**src/rtl/gabor_window_scheduler.sv**
```systemverilog
// rtl/gabor_window_scheduler.sv - padded-image BRAM read sequencer for KxK Gabor windows
//
// Purpose: for each output pixel (x,y) in raster order, issue K*K tap reads
// starting at window base y*PAD_W+x, tag each returned tap for the MAC array,
// and frame the whole image with busy/done.
//
// Ports:
//   clk        in   1       clock
//   rst        in   1       asynchronous active-high reset
//   start      in   1       begin frame (sampled only when idle)
//   win_ready  in   1       MAC can accept a full K*K window
//   busy       out  1       high in every state except IDLE
//   done       out  1       1-cycle pulse once the last window has drained
//   bram_en    out  1       BRAM read enable
//   bram_addr  out  ADDR_W  BRAM read address
//   tap_valid  out  1       BRAM data valid (bram_en delayed RD_LAT)
//   tap_idx    out  5       tap index r*K+c aligned with tap_valid
//   tap_last   out  1       final tap of a window is valid
//   out_x      out  9       column of window in flight
//   out_y      out  9       row of window in flight
module gabor_window_scheduler #(
   parameter int IMG_W  = 512,
   parameter int IMG_H  = 512,
   parameter int K      = 5,
   parameter int PAD_W  = 516,
   parameter int ADDR_W = 19,
   parameter int RD_LAT = 1
) (
   input  logic              clk,
   input  logic              rst,
   input  logic              start,
   input  logic              win_ready,
   output logic              busy,
   output logic              done,
   output logic              bram_en,
   output logic [ADDR_W-1:0] bram_addr,
   output logic              tap_valid,
   output logic [4:0]        tap_idx,
   output logic              tap_last,
   output logic [8:0]        out_x,
   output logic [8:0]        out_y
);

   typedef enum logic [2:0] {S_IDLE, S_WAIT_RDY, S_ISSUE, S_DRAIN, S_NEXT} state_t;

   localparam logic [4:0]        LAST_TAP  = 5'(K*K-1);
   localparam logic [4:0]        LAST_COL  = 5'(K-1);
   localparam logic [8:0]        LAST_X    = 9'(IMG_W-1);
   localparam logic [8:0]        LAST_Y    = 9'(IMG_H-1);
   localparam logic [7:0]        LAST_DRN  = 8'(RD_LAT-1);
   localparam logic [ADDR_W-1:0] ROW_STEP  = ADDR_W'(PAD_W);
   // Moving from column IMG_W-1 of row y to column 0 of row y+1 skips the padding.
   localparam logic [ADDR_W-1:0] WRAP_STEP = ADDR_W'(PAD_W-IMG_W+1);

   state_t            state_q, state_d;
   logic [8:0]        x_q, x_d, y_q, y_d;
   logic [ADDR_W-1:0] win_base_q, win_base_d, row_ptr_q, row_ptr_d;
   logic [4:0]        c_q, c_d, tap_q, tap_d;
   logic [7:0]        drn_q, drn_d;
   logic              done_q, done_d;
   logic [RD_LAT-1:0] vld_q;
   logic [4:0]        idx_q [RD_LAT];
   logic              last_win;

   assign last_win = (x_q == LAST_X) && (y_q == LAST_Y);

   always_ff @(posedge clk or posedge rst) begin
      if (rst) begin
         state_q    <= S_IDLE;
         x_q        <= '0;
         y_q        <= '0;
         win_base_q <= '0;
         row_ptr_q  <= '0;
         c_q        <= '0;
         tap_q      <= '0;
         drn_q      <= '0;
         done_q     <= 1'b0;
      end else begin
         state_q    <= state_d;
         x_q        <= x_d;
         y_q        <= y_d;
         win_base_q <= win_base_d;
         row_ptr_q  <= row_ptr_d;
         c_q        <= c_d;
         tap_q      <= tap_d;
         drn_q      <= drn_d;
         done_q     <= done_d;
      end
   end

   always_comb begin
      state_d    = state_q;
      x_d        = x_q;
      y_d        = y_q;
      win_base_d = win_base_q;
      row_ptr_d  = row_ptr_q;
      c_d        = c_q;
      tap_d      = tap_q;
      drn_d      = drn_q;
      done_d     = 1'b0;
      case (state_q)
         S_IDLE: begin
            if (start) begin
               state_d    = S_WAIT_RDY;
               x_d        = '0;
               y_d        = '0;
               win_base_d = '0;
            end
         end
         S_WAIT_RDY: begin
            if (win_ready) begin
               state_d   = S_ISSUE;
               row_ptr_d = win_base_q;
               c_d       = '0;
               tap_d     = '0;
            end
         end
         S_ISSUE: begin
            tap_d = tap_q + 5'd1;
            if (c_q == LAST_COL) begin
               c_d       = '0;
               row_ptr_d = row_ptr_q + ROW_STEP;
            end else begin
               c_d = c_q + 5'd1;
            end
            if (tap_q == LAST_TAP) begin
               state_d = S_DRAIN;
               tap_d   = '0;
               drn_d   = '0;
            end
         end
         S_DRAIN: begin
            drn_d = drn_q + 8'd1;
            if (drn_q == LAST_DRN) state_d = S_NEXT;
         end
         S_NEXT: begin
            if (last_win) begin
               // done is registered so it lands in the first idle cycle,
               // coinciding with busy falling.
               state_d    = S_IDLE;
               done_d     = 1'b1;
               x_d        = '0;
               y_d        = '0;
               win_base_d = '0;
            end else begin
               state_d = S_WAIT_RDY;
               if (x_q == LAST_X) begin
                  x_d        = '0;
                  y_d        = y_q + 9'd1;
                  win_base_d = win_base_q + WRAP_STEP;
               end else begin
                  x_d        = x_q + 9'd1;
                  win_base_d = win_base_q + {{(ADDR_W-1){1'b0}}, 1'b1};
               end
            end
         end
         default: state_d = S_IDLE;
      endcase
   end

   assign bram_en   = (state_q == S_ISSUE);
   assign bram_addr = bram_en ? (row_ptr_q + ADDR_W'(c_q)) : '0;
   assign busy      = (state_q != S_IDLE);
   assign done      = done_q;
   assign out_x     = x_q;
   assign out_y     = y_q;

   // Read-latency matching pipe for the valid flag and tap tag.
   always_ff @(posedge clk or posedge rst) begin
      if (rst) begin
         vld_q <= '0;
         for (int i = 0; i < RD_LAT; i++) idx_q[i] <= '0;
      end else begin
         vld_q[0] <= bram_en;
         idx_q[0] <= bram_en ? tap_q : 5'd0;
         for (int i = 1; i < RD_LAT; i++) begin
            vld_q[i] <= vld_q[i-1];
            idx_q[i] <= idx_q[i-1];
         end
      end
   end

   assign tap_valid = vld_q[RD_LAT-1];
   assign tap_idx   = idx_q[RD_LAT-1];
   assign tap_last  = tap_valid && (tap_idx == LAST_TAP);

endmodule

```
**config.mk**
```make
export PLATFORM = sky130hd
export DESIGN_NAME = gabor_window_scheduler
export DESIGN_NICKNAME = d
export VERILOG_FILES = /design/src/rtl/gabor_window_scheduler.sv
export SDC_FILE = /design/constraint.sdc
export NUM_CORES = 1
export LEC_CHECK = 0
export CORE_ASPECT_RATIO = 0.6
export CORE_UTILIZATION = 57
export DETAILED_ROUTE_END_ITERATION = 8
export PLACE_DENSITY = 0.8
export SKIP_LAST_GASP = 1
export SLEW_MARGIN = 30
export SYNTH_ARGS = -nofsm -noshare
export SYNTH_HDL_FRONTEND = slang
export SYNTH_SLANG_ARGS = --single-unit
```
**constraint.sdc**
```tcl
create_clock -name clk -period 5.4 [get_ports clk]
set_clock_uncertainty 0.15 [all_clocks]
set_input_delay 0.81 -clock clk [delete_from_list [all_inputs] [get_ports clk]]
set_output_delay 0.81 -clock clk [all_outputs]
set_load 0.05 [all_outputs]
```
==> results of run 1 <==
-- cell usage after synthesis (5+ instances only) --
cell type | number | area (um2)
dfrtp_1 | 84 | 2100
o21ai_0 | 82 | 410
nor2_1 | 65 | 244
nand2_1 | 64 | 240
a21oi_1 | 30 | 150
nand3_1 | 23 | 115
ha_1 | 18 | 225
nand4_1 | 15 | 93.8
a31oi_1 | 14 | 87.6
clkbuf_1 | 13 | 48.8
xor2_1 | 13 | 114
inv_1 | 10 | 37.5
and3_1 | 9 | 56.3
buf_2 | 8 | 40.0
nor3_1 | 8 | 40.0
a22o_1 | 7 | 61.3
buf_6 | 7 | 78.8
mux2i_1 | 6 | 60.1
o21ai_1 | 6 | 30.0
and2_1 | 5 | 31.3
nor2b_1 | 5 | 31.3
o211ai_1 | 5 | 37.5
o22ai_1 | 5 | 31.3
-- registers in the layout (all words and copies together), names as in the netlist --
name,flops
win_base_q,19
done,1
tap_q,5
out_x,9
c_q,5
drn_q,8
out_y,9
row_ptr_q,19
tap_valid,1
tap_idx,5
state_q,3
-- per-layer routing --
| metal | wire length (um) | up-vias | share of wire (%) | GRT usage (%) |
|---|---|---|---|---|
| met3 | 634 | 16 | 5.2 | 6.52 |
| li1 | - | 2165 | - | - |
| met4 | 156 | 0 | 1.3 | 8.43 |
| met2 | 5500 | 141 | 45 | 42.1 |
| met5 | 0 | - | 0 | 0 |
| met1 | 5970 | 2162 | 49 | 41.9 |
-- cells by family (layout without fill, tap and decap cells) --
logic type      count (synthesis)  in the layout  share of synthesized area [%]
flops                          84             84                           41.8
xor+xnor                       17             17                           2.96
simple gates                  225            225                           21.8
buf+inv                        43             83                           5.10
compound gates                182            182                           21.8
mux                             8              8                           1.64
fa+ha+maj                      19             19                           4.88
-- layout make-up --
type                       count  area share (%)
clock buffer                  13            4.67
clock inverter                 3           0.346
multi-input combinational    451            46.0
inverter                      11           0.821
sequential                    84            36.3
timing repair buffer          56            9.42
tap                          112            2.42
-- worst max-delay path by stage --
stage                           from       endpoint  slack, ns  cells after the start
final                         c_q[0]  bram_addr[18]       0.97                      9
after global routing          c_q[0]  bram_addr[18]       0.81                      9
after CTS                     c_q[0]  bram_addr[18]       0.98                      9
after detailed placement      c_q[0]  bram_addr[18]       1.36                      9
after global placement        c_q[0]  bram_addr[18]       1.44                      9
after floorplan           state_q[0]   bram_addr[4]       1.93                      6
-- metrics by stage --
stage          worst slack (ns)  instance area (um2)  util [%]  instances  power [uW]
2_1_floorplan              1.93                 5030         -        578        2350
3_3_place_gp               1.44                 5500      64.6        714        2690
3_5_place_dp               1.36                 5500      64.6        714        2750
4_1_cts                   0.984                 5790      68.0        730        3360
5_1_grt                   0.811                 5790      68.0        730        3600
6_report                  0.972                 5790      68.0        730        3370
-- report_power, final --
group          switching [uW]  total, uW  internal (uW)
registers                 292       1100            812
logic                    1090       1660            571
clock network             254        603            349
==> summary.txt, run 1 <==
Global routing
  – Initial antenna violation count: 0
  – Global-route wire length before repair: 20100 um
  – Largest net degree at the start of global routing: 50
  – GRT Overall Usage: 28.5%
  – Total congestion overflow: 0
  – Vias in the first global route: 3980

STA
  – WHS: 0.336 ns
  – Final setup viols: 0
  – Slew @ Worst Pin: 0.907 ns
  – Final Hold Viols: 0
  – Unrepaired setup endpoints after global routing: no
  – Max-slew violation count: 0
  – Fin crit share: 82.0%
  – Rel. slew slack: 39.5%
  – Final min period: 4.43 ns
  – Peak Freq: 226 MHz
  – Setup_tns: 0 ns

Synthesis
  – Fraction of registers with async set/reset: 100%
  – Syn Inst Count: 578
  – Post-synth EDFFs: 0
  – Synth Cell Area: 0.00503 mm2
  – Synth unique cells: 65
  – Syn_nets: 601
  – Mean cell area of the mapped netlist: 8.70 um2
  – Yosys warns: 0
  – Sequential fraction of the synthesis area: 41.8%
  – Dominant synthesized flop cell: dfrtp_1
  – Synthesized flop and latch total: 84

Worst setup path
  – RR Startpoint: out_x[0]
  – Crit path DAT: 3.47 ns
  – Kind of critical path: register to output port
  – Slowest stage delay, CP: 0.79 ns
  – Crit path capture type: output port
  – CP Cell Sequence: ha_1 > inv_1 > fa_1 > nor2b_1 > o31a_1 > o21ai_0 > or4_1 > nand2_1 > clkdlybuf4s50_1
  – Slowest CP cell: clkdlybuf4s50_1
  – Startpoint types: register
  – Critical path required time: 4.44 ns
  – Critical path's top delay family: buffers and inverters
  – Worst-path maximum fanout: 7
  – Reg2reg end: win_base_q[13]
  – CP bufs+invs: 2
  – Reg-to-reg setup timing slack: 1.81 ns
  – R2R depth: 10

Place
  – GP Congestion: 0.861
  – I/O Buffers: 50
  – Detailed placement HPWL: 8430 um

Floorplanning
  – I/O Pins: 51
  – Initial core utilization: 59.0%
  – Core Footprint: 0.00852 mm2
  – Die area: 0.00921 mm2
  – Height of the die: 74.7 um
  – Die X: 123 um
  – # rows: 26

Hold path
  – Hold WC Path Type: register to register
  – Hold path endpoint: tap_q[4]
  – Min-Delay Startpoint: tap_q[4]
  – WHS Path Cells: 1

Pwr
  – Cell Pwr Density: 581 mW/mm2
  – Leakage: 0.00245 uW
  – Worst vdd rail ir drop: 0.000327 V

Layout
  – Area growth syn-to-layout: 15.3%
  – Nets@finish: 636
  – Commonest cells after routing, fill and taps aside: 84 x dfrtp_1, 81 x o21ai_0, 65 x nor2_1, 64 x nand2_1, 50 x clkdlybuf4s50_1
  – Layout cells sized above 1: 6.15%
  – Filler cell count: 683
  – N_diodes: 0
  – Commonest non-fill, non-tap cell in the layout: dfrtp_1
  – Multi-input gate area: 0.00267 mm2
  – Sequential Area: 0.00210 mm2

CTS
  – CTS Root Cell: clkbuf_16
  – Clk slew on worst S/H paths: 0.06 ns
  – CTS tree: yes
  – Worst skew pair latency: 0.34 ns
  – CTS Hold Bufs: 0
  – H-tree levels: 3
  – CTS sink cnt: 84
  – TritonCTS buffer count: 9
  – Clock buffer depth: 2
  – Gates resized, CTS repair: 0
  – Total setup buffers inserted after CTS: 0

Detailed routing
  – Initial DRC count: 406
  – WL final: 12300 um
  – DRC Markers: 0
  – Via Count: 4484
  – Initial DRT Pass Iterations: 5
  – Vias per cell: 6.14
  – Post-DRT Antenna Nets: 0
  – Drt wl/cell: 16.8 um

Flow run
  – Maxcap violations: 0

Run status
  – Outcome: finished clean
(Power assumes the default switching activity.)
==> inputs of run 2 (changes only) <==
==> constraint.sdc (replaced) <==
create_clock -name clk -period 4.6 [get_ports clk]
set_clock_uncertainty 0.15 [all_clocks]
set_input_delay 0.69 -clock clk [delete_from_list [all_inputs] [get_ports clk]]
set_output_delay 0.69 -clock clk [all_outputs]
set_load 0.05 [all_outputs]
==> run 2 against run 1 <==
Final area hardly changed. Critical path type unchanged. Critical path depth stayed put. Sequential power is 19% higher. Wire length is 3.9% higher. Final cell count stayed put. Largest power group unchanged. Via count is 2.6% higher. Flip-flop and latch count stayed put.
==> summary.txt, run 2 (synthesized netlist as in run 1, its figures left out) <==
Global routing
  – Vias in the first global route: 4179 (+5.0%)
  – Total congestion overflow: 0 (unchanged)
  – GRT Overall Usage: 29.4% (+0.90 points)
  – Initial antenna violation count: 0 (unchanged)
  – Largest net degree at the start of global routing: 54 (+8.0%)
  – Global-route wire length before repair: 20800 um (+3.3%)

STA
  – Peak Freq: 230 MHz
  – Final setup viols: 0 (unchanged)
  – Setup_tns: 0 ns (unchanged)
  – Fin crit share: 94.4%
  – Unrepaired setup endpoints after global routing: no
  – Final Hold Viols: 0 (unchanged)
  – Rel. slew slack: 41.8% (+2.3 points)
  – Max-slew violation count: 0 (unchanged)
  – Slew @ Worst Pin: 0.873 ns (-0.0348 ns)
  – WHS: 0.333 ns (-0.00281 ns)
  – Final min period: 4.34 ns

CTS
  – CTS sink cnt: 84 (unchanged)
  – Clk slew on worst S/H paths: 0.06 ns (about the same)
  – TritonCTS buffer count: 9 (unchanged)
  – Worst skew pair latency: 0.34 ns (about the same)
  – H-tree levels: 3 (unchanged)
  – Total setup buffers inserted after CTS: 0 (unchanged)
  – CTS Root Cell: clkbuf_16
  – CTS Hold Bufs: 0 (unchanged)
  – CTS tree: yes
  – Gates resized, CTS repair: 0 (unchanged)
  – Clock buffer depth: 2 (unchanged)

Detailed routing
  – Initial DRC count: 482 (+19%)
  – Routed met3 length: 842 um (+33%)
  – Via Count: 4602 (+2.6%)
  – Post-DRT Antenna Nets: 0 (unchanged)
  – DRC Markers: 0 (unchanged)
  – Met2 wire length: 5810 um (+5.7%)
  – Metal-1 WL: 5960 um (about the same)
  – Vias per cell: 6.30 (+2.6%)
  – Initial DRT Pass Iterations: 5 (unchanged)
  – Top Metal Used: met4
  – WL final: 12700 um (+3.9%)
  – Drt wl/cell: 17.4 um (+3.9%)

Pwr
  – Cell Pwr Density: 685 mW/mm2 (+18%)
  – Switching share of power: 49.0% (+0.47 points)
  – Switching power: 1950 uW (+19%)
  – Flop pwr share: 33.1% (+0.3 points)
  – Pint: 2020 uW (+17%)
  – Clock power frac: 17.2% (-0.7 points)
  – Comb power frac: 49.7% (+0.4 points)
  – Worst vdd rail ir drop: 0.000315 V (-3.9%)
  – Leakage: 0.00244 uW (-0.24%)

Layout
  – Filler cell count: 666 (-2.5%)
  – Commonest cells after routing, fill and taps aside: 84 x dfrtp_1, 81 x o21ai_0, 65 x nor2_1, 64 x nand2_1, 50 x clkdlybuf4s50_1
  – Biggest regs: row_ptr_q (19), win_base_q (19)
  – Commonest non-fill, non-tap cell in the layout: dfrtp_1
  – N_diodes: 0 (unchanged)
  – Area growth syn-to-layout: 15.2% (about the same)
  – Sequential Area: 0.00210 mm2 (unchanged)
  – Multi-input gate area: 0.00267 mm2 (unchanged)
  – Nets@finish: 637 (+0.16%)
  – Layout cells sized above 1: 6.15% (unchanged)
  – Final cell count without fillers: 730 (unchanged)
  – Finished Core Util: 67.9% (about the same)

Worst setup path
  – Slowest CP cell: clkdlybuf4s50_1
  – Slowest stage delay, CP: 0.80 ns (about the same)
  – Worst-path maximum fanout: 7 (unchanged)
  – Crit path capture type: output port
  – Startpoint types: register
  – Critical path required time: 3.76 ns (-0.68 ns)
  – Critical path's top delay family: buffers and inverters
  – CP bufs+invs: 2 (unchanged)
  – CP Cell Sequence: ha_1 > inv_1 > fa_1 > nor2b_1 > o31a_1 > o21ai_0 > or4_1 > nand2_1 > clkdlybuf4s50_1
  – Kind of critical path: register to output port
  – Crit path DAT: 3.50 ns (+0.03 ns)

Floorplanning
  – # rows: 26 (unchanged)
  – Die X: 123 um (unchanged)
  – Core Footprint: 0.00852 mm2 (unchanged)
  – Height of the die: 74.7 um (unchanged)
  – Die area: 0.00921 mm2 (unchanged)
  – Initial core utilization: 59.0% (unchanged)
  – I/O Pins: 51 (unchanged)

Place
  – GP Congestion: 0.925 (+7.4%)
  – I/O Buffers: 50 (unchanged)
  – Detailed placement HPWL: 8650 um (+2.7%)
  – Placed Instances: 715 (+0.14%)

Hold path
  – Hold WC Path Type: register to register

Flow run
  – Maxcap violations: 0 (unchanged)

Run status
  – Outcome: finished clean
run 2: cell count changes in the layout (fill, tap and decap cells not counted), sizes merged:
| cell | delta |
|---|---|
| clkinv | -1 |
| clkinvlp | +1 |
| buf | +1 |
| clkbuf | -1 |
run 2: per-layer routing:
metal,vias to the layer above,GRT usage [%]
met2,197,45.8
li1,2169,-
met1,2221,41.5
met3,15,7.65
met5,-,0
met4,0,6.69
run 2: area by class of cell:
class	instances	area share (%)
clock buffers	12	4.43
repair buffers	57	9.55
well taps	112	2.42
multi-input cells	451	46.1
inverters	11	0.821
clock inverters	3	0.389
flip-flops and latches	84	36.3
run 2: path summary, 6_finish.rpt:
kind,to,start,depth (start not counted),slack (ns)
max,bram_addr[18],c_q[0],9,0.26
min,tap_q[4],tap_q[4],1,0.33
max reg2reg,win_base_q[13],out_x[0],10,1.04
min reg2reg,tap_q[4],tap_q[4],1,0.33
max in group asynchronous,row_ptr_q[16],rst,3,2.68
min in group asynchronous,drn_q[1],rst,2,0.55
run 2: through the flow:
stage               instance area [um2]  setup WS [ns]  total power (uW)
detailed placement                 5510          0.631              3240
floorplan                          5030           1.25              2760
finish                             5790          0.260              3970
global route                       5790         0.0654              4210
CTS                                5790          0.272              3940
global placement                   5510          0.744              3170
run 2: worst register-to-register path: stages (launching register included):
cell     delay, ns
dfrtp_1       0.45
ha_1          0.26
and3_1        0.21
and3_1        0.21
and3_1        0.19
ha_1          0.26
ha_1          0.36
a31oi_1       0.22
nor3_1        0.66
nand2_1       0.16
o41ai_1       0.31
run 2: power groups by stage:
| stage | combinational, uW | clock, uW | sequential (uW) |
|---|---|---|---|
| 3_5_place_dp | 1940 | 0 | 1300 |
| 2_1_floorplan | 1480 | 0 | 1280 |
| 3_3_place_gp | 1890 | 0 | 1280 |
| 5_1_grt | 2140 | 716 | 1340 |
| 6_report | 1970 | 683 | 1310 |
| 4_1_cts | 1960 | 688 | 1300 |
